File: config.mk
export PLATFORM = sky130hd
export DESIGN_NAME = mema_read_ctrl_flat
export DESIGN_NICKNAME = d
export VERILOG_FILES = /design/src/rtl/mema_pkg.sv /design/src/rtl/mema_read_ctrl_if.sv /design/src/rtl/mema_read_ctrl_lane_max.sv /design/src/rtl/mema_read_ctrl.sv /design/src/flat_wrapper.sv
export SDC_FILE = /design/constraint.sdc
export NUM_CORES = 1
export LEC_CHECK = 0
export ABC_AREA = 1
export CAP_MARGIN = 40
export CORE_MARGIN = 3
export CORE_UTILIZATION = 35
export CTS_CLUSTER_SIZE = 14
export DETAILED_ROUTE_END_ITERATION = 8
export GPL_TIMING_DRIVEN = 0
export PLACE_DENSITY = 0.63
export SYNTH_ARGS = -nofsm -noshare
export SYNTH_HDL_FRONTEND = slang
export SYNTH_SLANG_ARGS = --single-unit
File: constraint.sdc
create_clock -name clk -period 13.15 [get_ports clk]
set_input_delay 2.63 -clock clk [delete_from_list [all_inputs] [get_ports clk]]
set_output_delay 2.63 -clock clk [all_outputs]
set_load 0.03 [all_outputs]
File: src/rtl/mema_pkg.sv
// -----------------------------------------------------------------------------
// mema_pkg
// Shared definitions for the matrix-A read controller: default lane count and
// widths, the address-width helper and the controller state encoding.
// No ports (package).
// -----------------------------------------------------------------------------
package mema_pkg;

  localparam int DEF_N      = 4;     // row-by-vector lanes
  localparam int DEF_W      = 32;    // per-lane chunk count width
  localparam int DEF_HEIGHT = 2000;  // matrix-A memory height in row groups

  // One spare bit above $clog2 so an address equal to the height is
  // representable.
  function automatic int addr_width(input int height);
    return $clog2(height) + 1;
  endfunction

  localparam int DEF_AW = addr_width(DEF_HEIGHT);

  typedef enum logic [2:0] {
    ST_IDLE       = 3'd0,
    ST_WAIT_READY = 3'd1,
    ST_ISSUE      = 3'd2,
    ST_DRAIN      = 3'd3,
    ST_FINISH     = 3'd4
  } state_e;

endpackage

File: src/rtl/mema_read_ctrl_if.sv
// -----------------------------------------------------------------------------
// mema_read_ctrl_if
// Bundles the run request, lane readiness and the memory-read side of the
// matrix-A read controller.
//   master : requester / row-by-vector side (drives start, run setup, ready)
//   slave  : the controller (drives address, read_preprocess, busy, done)
// Optional feature: MEMA_READ_CTRL_PERF_CNT_EN adds stall_cycles.
// -----------------------------------------------------------------------------
interface mema_read_ctrl_if #(
  parameter int N  = mema_pkg::DEF_N,
  parameter int W  = mema_pkg::DEF_W,
  parameter int AW = mema_pkg::DEF_AW
);

  logic            start;
  logic [AW-1:0]   base_address;
  logic [AW-1:0]   row_group_count;
  logic [N*W-1:0]  no_of_multiples;
  logic [N-1:0]    I_am_ready;
  logic [AW-1:0]   memA_read_address;
  logic            read_preprocess;
  logic            busy;
  logic            done;
`ifdef MEMA_READ_CTRL_PERF_CNT_EN
  logic [31:0]     stall_cycles;
`endif

  modport master (
`ifdef MEMA_READ_CTRL_PERF_CNT_EN
    input  stall_cycles,
`endif
    output start, base_address, row_group_count, no_of_multiples, I_am_ready,
    input  memA_read_address, read_preprocess, busy, done
  );

  modport slave (
`ifdef MEMA_READ_CTRL_PERF_CNT_EN
    output stall_cycles,
`endif
    input  start, base_address, row_group_count, no_of_multiples, I_am_ready,
    output memA_read_address, read_preprocess, busy, done
  );

endinterface

File: src/rtl/mema_read_ctrl_lane_max.sv
// -----------------------------------------------------------------------------
// lane_max_reduce
// Combinational maximum over N packed lane values; a lane value of 0 counts
// as 1, so the result is never below 1.
//   lanes_i : N*W packed lane values, lane i at [(i+1)*W-1 -: W]
//   max_o   : max over lanes, floor of 1
// -----------------------------------------------------------------------------
module lane_max_reduce #(
  parameter int N = mema_pkg::DEF_N,
  parameter int W = mema_pkg::DEF_W
) (
  input  logic [N*W-1:0] lanes_i,
  output logic [W-1:0]   max_o
);

  always_comb begin
    // NOTE: default assignment first so every path drives max_o (no latch).
    // Seeding with 1 also makes zero-valued lanes behave as 1.
    max_o = W'(1);
    for (int i = 0; i < N; i++) begin
      if (lanes_i[i*W +: W] > max_o) max_o = lanes_i[i*W +: W];
    end
  end

endmodule

File: src/rtl/mema_read_ctrl.sv
// -----------------------------------------------------------------------------
// mema_read_ctrl
// Steps the matrix-A read address through a run of row groups. For each group
// it waits until every row-by-vector lane is ready, pulses read_preprocess,
// holds the address for chunk_max*cycles_per_chunk issue cycles plus
// drain_cycles drain cycles, then moves on (wrapping at memory_A_height).
// Ports:
//   clk     : clock, everything on posedge
//   reset_n : synchronous active-low reset
//   bus     : mema_read_ctrl_if.slave (start, base_address, row_group_count,
//             no_of_multiples, I_am_ready -> memA_read_address,
//             read_preprocess, busy, done [, stall_cycles])
// Optional feature: define MEMA_READ_CTRL_PERF_CNT_EN for the stall_cycles
// counter (WAIT_READY cycles with partial readiness, saturating).
// -----------------------------------------------------------------------------
module mema_read_ctrl
  import mema_pkg::*;
#(
  parameter int no_of_row_by_vector_modules  = DEF_N,
  parameter int multiples_memory_value_width = DEF_W,
  parameter int memory_A_height              = DEF_HEIGHT,
  parameter int cycles_per_chunk             = 2,
  parameter int drain_cycles                 = 2
) (
  input logic             clk,
  input logic             reset_n,
  mema_read_ctrl_if.slave bus
);

  localparam int N             = no_of_row_by_vector_modules;
  localparam int W             = multiples_memory_value_width;
  localparam int address_width = addr_width(memory_A_height);
  // Wide enough for (2^W - 1) * cycles_per_chunk.
  localparam int CNT_W         = W + $clog2(cycles_per_chunk + 1);
  localparam int DRAIN_LOAD    = (drain_cycles > 0) ? drain_cycles - 1 : 0;
  localparam logic [address_width-1:0] LAST_ADDR =
    address_width'(memory_A_height - 1);

  state_e                   state_q;
  logic [address_width-1:0] addr_q;
  logic [address_width-1:0] groups_q;
  logic [CNT_W-1:0]         cnt_q;
  logic                     rp_q;
  logic                     busy_q;
  logic                     done_q;
`ifdef MEMA_READ_CTRL_PERF_CNT_EN
  logic [31:0]              stall_q;
`endif

  logic [W-1:0]             chunk_max;
  logic [CNT_W-1:0]         issue_len_d;
  logic [address_width-1:0] addr_inc_d;
  logic                     all_ready;

  lane_max_reduce #(.N(N), .W(W)) u_lane_max (
    .lanes_i (bus.no_of_multiples),
    .max_o   (chunk_max)
  );

  // Issue counter counts down to 0, so load length-1; chunk_max >= 1 keeps
  // this from underflowing.
  assign issue_len_d = CNT_W'(chunk_max) * CNT_W'(cycles_per_chunk) - CNT_W'(1);
  assign addr_inc_d  = (addr_q >= LAST_ADDR) ? '0 : addr_q + address_width'(1);
  assign all_ready   = &bus.I_am_ready;

  // NOTE: sequential state uses non-blocking assignments so every register
  // samples pre-edge values regardless of statement order.
  always_ff @(posedge clk) begin
    if (!reset_n) begin
      state_q  <= ST_IDLE;
      addr_q   <= '0;
      groups_q <= '0;
      cnt_q    <= '0;
      rp_q     <= 1'b0;
      busy_q   <= 1'b0;
      done_q   <= 1'b0;
`ifdef MEMA_READ_CTRL_PERF_CNT_EN
      stall_q  <= '0;
`endif
    end else begin
      rp_q   <= 1'b0;
      done_q <= 1'b0;
      case (state_q)
        ST_IDLE: begin
          if (bus.start) begin
`ifdef MEMA_READ_CTRL_PERF_CNT_EN
            stall_q <= '0;
`endif
            if (bus.row_group_count != '0) begin
              addr_q   <= bus.base_address;
              groups_q <= bus.row_group_count;
              busy_q   <= 1'b1;
              state_q  <= ST_WAIT_READY;
            end else begin
              // Empty run: report completion without ever going busy.
              done_q <= 1'b1;
            end
          end
        end
        ST_WAIT_READY: begin
          if (all_ready) begin
            rp_q    <= 1'b1;
            cnt_q   <= issue_len_d;  // chunk_max frozen here for the group
            state_q <= ST_ISSUE;
          end
`ifdef MEMA_READ_CTRL_PERF_CNT_EN
          else if (stall_q != '1) begin
            stall_q <= stall_q + 32'd1;
          end
`endif
        end
        ST_ISSUE: begin
          if (cnt_q == '0) begin
            cnt_q   <= CNT_W'(DRAIN_LOAD);
            state_q <= ST_DRAIN;
          end else begin
            cnt_q <= cnt_q - CNT_W'(1);
          end
        end
        ST_DRAIN: begin
          if (cnt_q == '0) begin
            if (groups_q > address_width'(1)) begin
              groups_q <= groups_q - address_width'(1);
              addr_q   <= addr_inc_d;
              state_q  <= ST_WAIT_READY;
            end else begin
              groups_q <= '0;
              busy_q   <= 1'b0;
              done_q   <= 1'b1;
              state_q  <= ST_FINISH;
            end
          end else begin
            cnt_q <= cnt_q - CNT_W'(1);
          end
        end
        ST_FINISH: state_q <= ST_IDLE;
        default:   state_q <= ST_IDLE;
      endcase
    end
  end

  assign bus.memA_read_address = addr_q;
  assign bus.read_preprocess   = rp_q;
  assign bus.busy              = busy_q;
  assign bus.done              = done_q;
`ifdef MEMA_READ_CTRL_PERF_CNT_EN
  assign bus.stall_cycles      = stall_q;
`endif

endmodule

File: src/flat_wrapper.sv
// flat-port wrapper written by rule: the top's interface ports become plain ports
module mema_read_ctrl_flat import mema_pkg::*;
#(
  parameter int no_of_row_by_vector_modules  = DEF_N,
  parameter int multiples_memory_value_width = DEF_W,
  parameter int memory_A_height              = DEF_HEIGHT,
  parameter int cycles_per_chunk             = 2,
  parameter int drain_cycles                 = 2
)
  (clk, reset_n, bus_start, bus_base_address, bus_row_group_count, bus_no_of_multiples, bus_I_am_ready, bus_memA_read_address, bus_read_preprocess, bus_busy, bus_done);
  mema_read_ctrl_if #(.N((4)), .W((32)), .AW((12))) bus_i ();
  input logic clk;
  input logic reset_n;
  input wire logic [$bits(bus_i.start)-1:0] bus_start;
  input wire logic [$bits(bus_i.base_address)-1:0] bus_base_address;
  input wire logic [$bits(bus_i.row_group_count)-1:0] bus_row_group_count;
  input wire logic [$bits(bus_i.no_of_multiples)-1:0] bus_no_of_multiples;
  input wire logic [$bits(bus_i.I_am_ready)-1:0] bus_I_am_ready;
  output wire logic [$bits(bus_i.memA_read_address)-1:0] bus_memA_read_address;
  output wire logic [$bits(bus_i.read_preprocess)-1:0] bus_read_preprocess;
  output wire logic [$bits(bus_i.busy)-1:0] bus_busy;
  output wire logic [$bits(bus_i.done)-1:0] bus_done;
  assign bus_i.start = bus_start;
  assign bus_i.base_address = bus_base_address;
  assign bus_i.row_group_count = bus_row_group_count;
  assign bus_i.no_of_multiples = bus_no_of_multiples;
  assign bus_i.I_am_ready = bus_I_am_ready;
  assign bus_memA_read_address = bus_i.memA_read_address;
  assign bus_read_preprocess = bus_i.read_preprocess;
  assign bus_busy = bus_i.busy;
  assign bus_done = bus_i.done;
  mema_read_ctrl #(.no_of_row_by_vector_modules(no_of_row_by_vector_modules), .multiples_memory_value_width(multiples_memory_value_width), .memory_A_height(memory_A_height), .cycles_per_chunk(cycles_per_chunk), .drain_cycles(drain_cycles)) u_core (.clk(clk), .reset_n(reset_n), .bus(bus_i));
endmodule
==> reports/results.txt <==
Status - finished clean
CP max-delay cell - nor4_1
Synth area leaders - nand2_1, dfxtp_1, ha_1
RSZ-0062 raised after global routing - no
Routed wire length - 29.7 mm
Number of diodes - 0
Mean Syn Cell Area - 5.97 um2
Startpoint Class - input port
H-tree depth - 3
Tcrit/Tclk final - 85.0%
Register area share after synthesis - 14.8%
FF+latch count, synth - 64
Residual DRC - 0
Vias in the first global route - 9661
FF-to-FF setup slack - 9360 ps
First-pass GRT wire length - 48.0 mm
Post-DP HPWL - 25.4 mm
Clock-pin slew on the worst setup and hold paths - 50 ps
Ports - 174
FP Rows - 56
CP Data Arrival Time - 11410 ps
Max cap viols - 0
CP Max Fanout - 10
Core Region - 0.0239 mm2
EDFF count, synth - 0
Post-CTS Setup Inserts - 0
CTS buffer count - 9
Power Dens Cells - 164 mW/mm2
Largest net degree at the start of global routing - 13
Most frequent cell after synthesis - nand2_1
Post-DR wirelength/cell - 15.1 um
Number of library cell types mapped by synthesis - 49
Area leader, netlist - nand2_1
Vias - 9949
Antenna-violating nets left - 0
Slowest Stage Delay on Critical Path - 620 ps
Root Driver - clkbuf_16
Final Max Tran Viols - 0
Setup CP Type - input port to register
Initial core utilization - 36.3%
Initial antenna violation count - 4
Clk buf depth - 2
Ys async rst share - 0%
Clock period minus worst slack - 11180 ps
Die area - 0.0267 mm2
Layout net count - 1895
Area growth syn-to-layout - 28.5%
IO Port Bufs - 172
CP most frequent cell - nand2_1
Iteration-0 DRC Markers - 476
Cts repair resizes - 0
Post-Syn Nets - 1712
Final hold vios - 0
Top cells by count, synth - nand2_1, nor2_1, inv_1
Combined area of the multi-input logic cells - 0.00660 mm2
Top cell type's share of synthesized area - 16.8%
# fillers - 2599
Max VDD drop - 0.0841 mV
Fmax - 89.5 MHz
Vias per cell - 5.07
Worst-Skew Late Latency - 340 ps
Synth Instances - 1454
Final setup margin - 1970 ps
Layout cell share with drive strength beyond 1 - 4.51%
Sequential Area - 0.00128 mm2
Required time of the critical path - 13390 ps
Gpl congestion - 0.936
First-pass DRT Iterations - 5
Hold WC Path Type - register to register
Pre-CTS setup slack - 1470 ps
R2r startpoint - u_core.cnt_q[16]$_SDFFE_PN0P_
Final setup fails - 0
Post-Syn Area - 0.00868 mm2
Relative slew margins - 46.4%
Die Ht - 163 um
Worst Tran Pin Value - 802 ps
Hold Buf Count CTS - 0
Yosys warnings - 0
Setup TNS - 0 ps
Layout Skew - 9.49 ps
Worst setup EP type - register
GRT Residual Overflow - 0
Die Span X - 163 um
Sink Count - 64
Setup crit start - bus_no_of_multiples[31]
CTS tree - built
Hold path startpoint - u_core.cnt_q[0]$_SDFFE_PN0P_
Static leakage - 5.17 nW
Tot GR Track Use - 22.0%
Top_reg_cell synth - dfxtp_1
## cells in the final DEF (no fill, tap or decap), drive strengths merged
cell / count
a21oi: 113
ha: 99
nor2: 171
nor3: 25
xor2: 34
a41oi: 1
nand3b: 24
o21a: 1
dfxtp: 64
clkdlybuf4s50: 172
inv: 154
o21bai: 3
and3: 1
a22oi: 2
nand2: 408
nand4: 19
o221ai: 2
xnor2: 8
a221oi: 13
or4: 3
a32o: 2
bufinv: 3
buf: 13
a31o: 1
a31oi: 4
nor4: 19
a211oi: 22
clkbuf: 43
clkinv: 4
nand3: 74
o211ai: 3
and2: 1
o21ai: 129
o221a: 1
clkinvlp: 2
a21o: 3
o31ai: 1
## logic make-up after synthesis
logic type	Yosys count	share of synthesized area [%]
fa+ha+maj	99	14.3
compound gates	301	19.4
buf+inv	203	9.21
xor+xnor	42	4.24
flops	64	14.8
simple gates	745	38.1
## report_power, final
group / total [mW] / leakage (nW) / switching, mW / internal, mW
Clock: 0.282 / 0.165 / 0.0915 / 0.191
Sequential: 0.329 / 0.529 / 0.0658 / 0.263
Combinational: 1.21 / 4.48 / 0.795 / 0.420
Total: 1.83 / 5.17 / 0.952 / 0.874
## path summary, 6_finish.rpt
path | cells past startpoint | to
max reg2reg | 11 | u_core.cnt_q[8]$_SDFFE_PN0P_
max | 51 | u_core.cnt_q[31]$_SDFFE_PN0P_
min reg2reg | 1 | u_core.cnt_q[0]$_SDFFE_PN0P_
min | 1 | u_core.cnt_q[0]$_SDFFE_PN0P_
## flip-flops by register name, summed over array words and instances (netlist names)
signal and cells:
u_core.bus.busy 1, u_core.groups_q 12, u_core.bus.done 1, u_core.bus.memA_read_address 12, u_core.bus.read_preprocess 1, u_core.cnt_q 34
u_core.state_q 3
## layer usage
layer  routed length, um  share of wire (%)  GRT usage (%)
met1               13100                 44           27.7
met2               13800                 46           38.1
met3                2310                7.8           5.38
met4                 444                1.5           4.84
met5                  36               0.12              0
## through the flow
step	total power, mW	utilization (%)	hold slack, ps	std cells	cell area, um2
after global placement	1.52	45.2	439	1945	10800
after global routing	2.01	46.7	500	1961	11200
after CTS	1.82	46.7	456	1961	11200
after floorplan	1.17	-	422	1454	8680
final	1.83	46.7	461	1961	11200
after detailed placement	1.53	45.2	449	1945	10800
## area by class of cell
class	instances	share of cell area, %
Tap cell	319	3.58
Multi-Input combinational cell	1187	59.2
Timing Repair Buffer	172	15.4
Clock buffer	10	2.14
Sequential cell	64	11.5
Buffer	46	1.88
Clock inverter	6	1.02
Inverter	157	5.28
## critical path: cells and delay by family
family | cells | cell delay (ps)
adders and majority gates | 4 | 1140
buffers and inverters | 8 | 1730
AOI/OAI and AO/OA | 8 | 1840
and+or+nand+nor | 31 | 4060
Power figures use the tool's default switching activity.
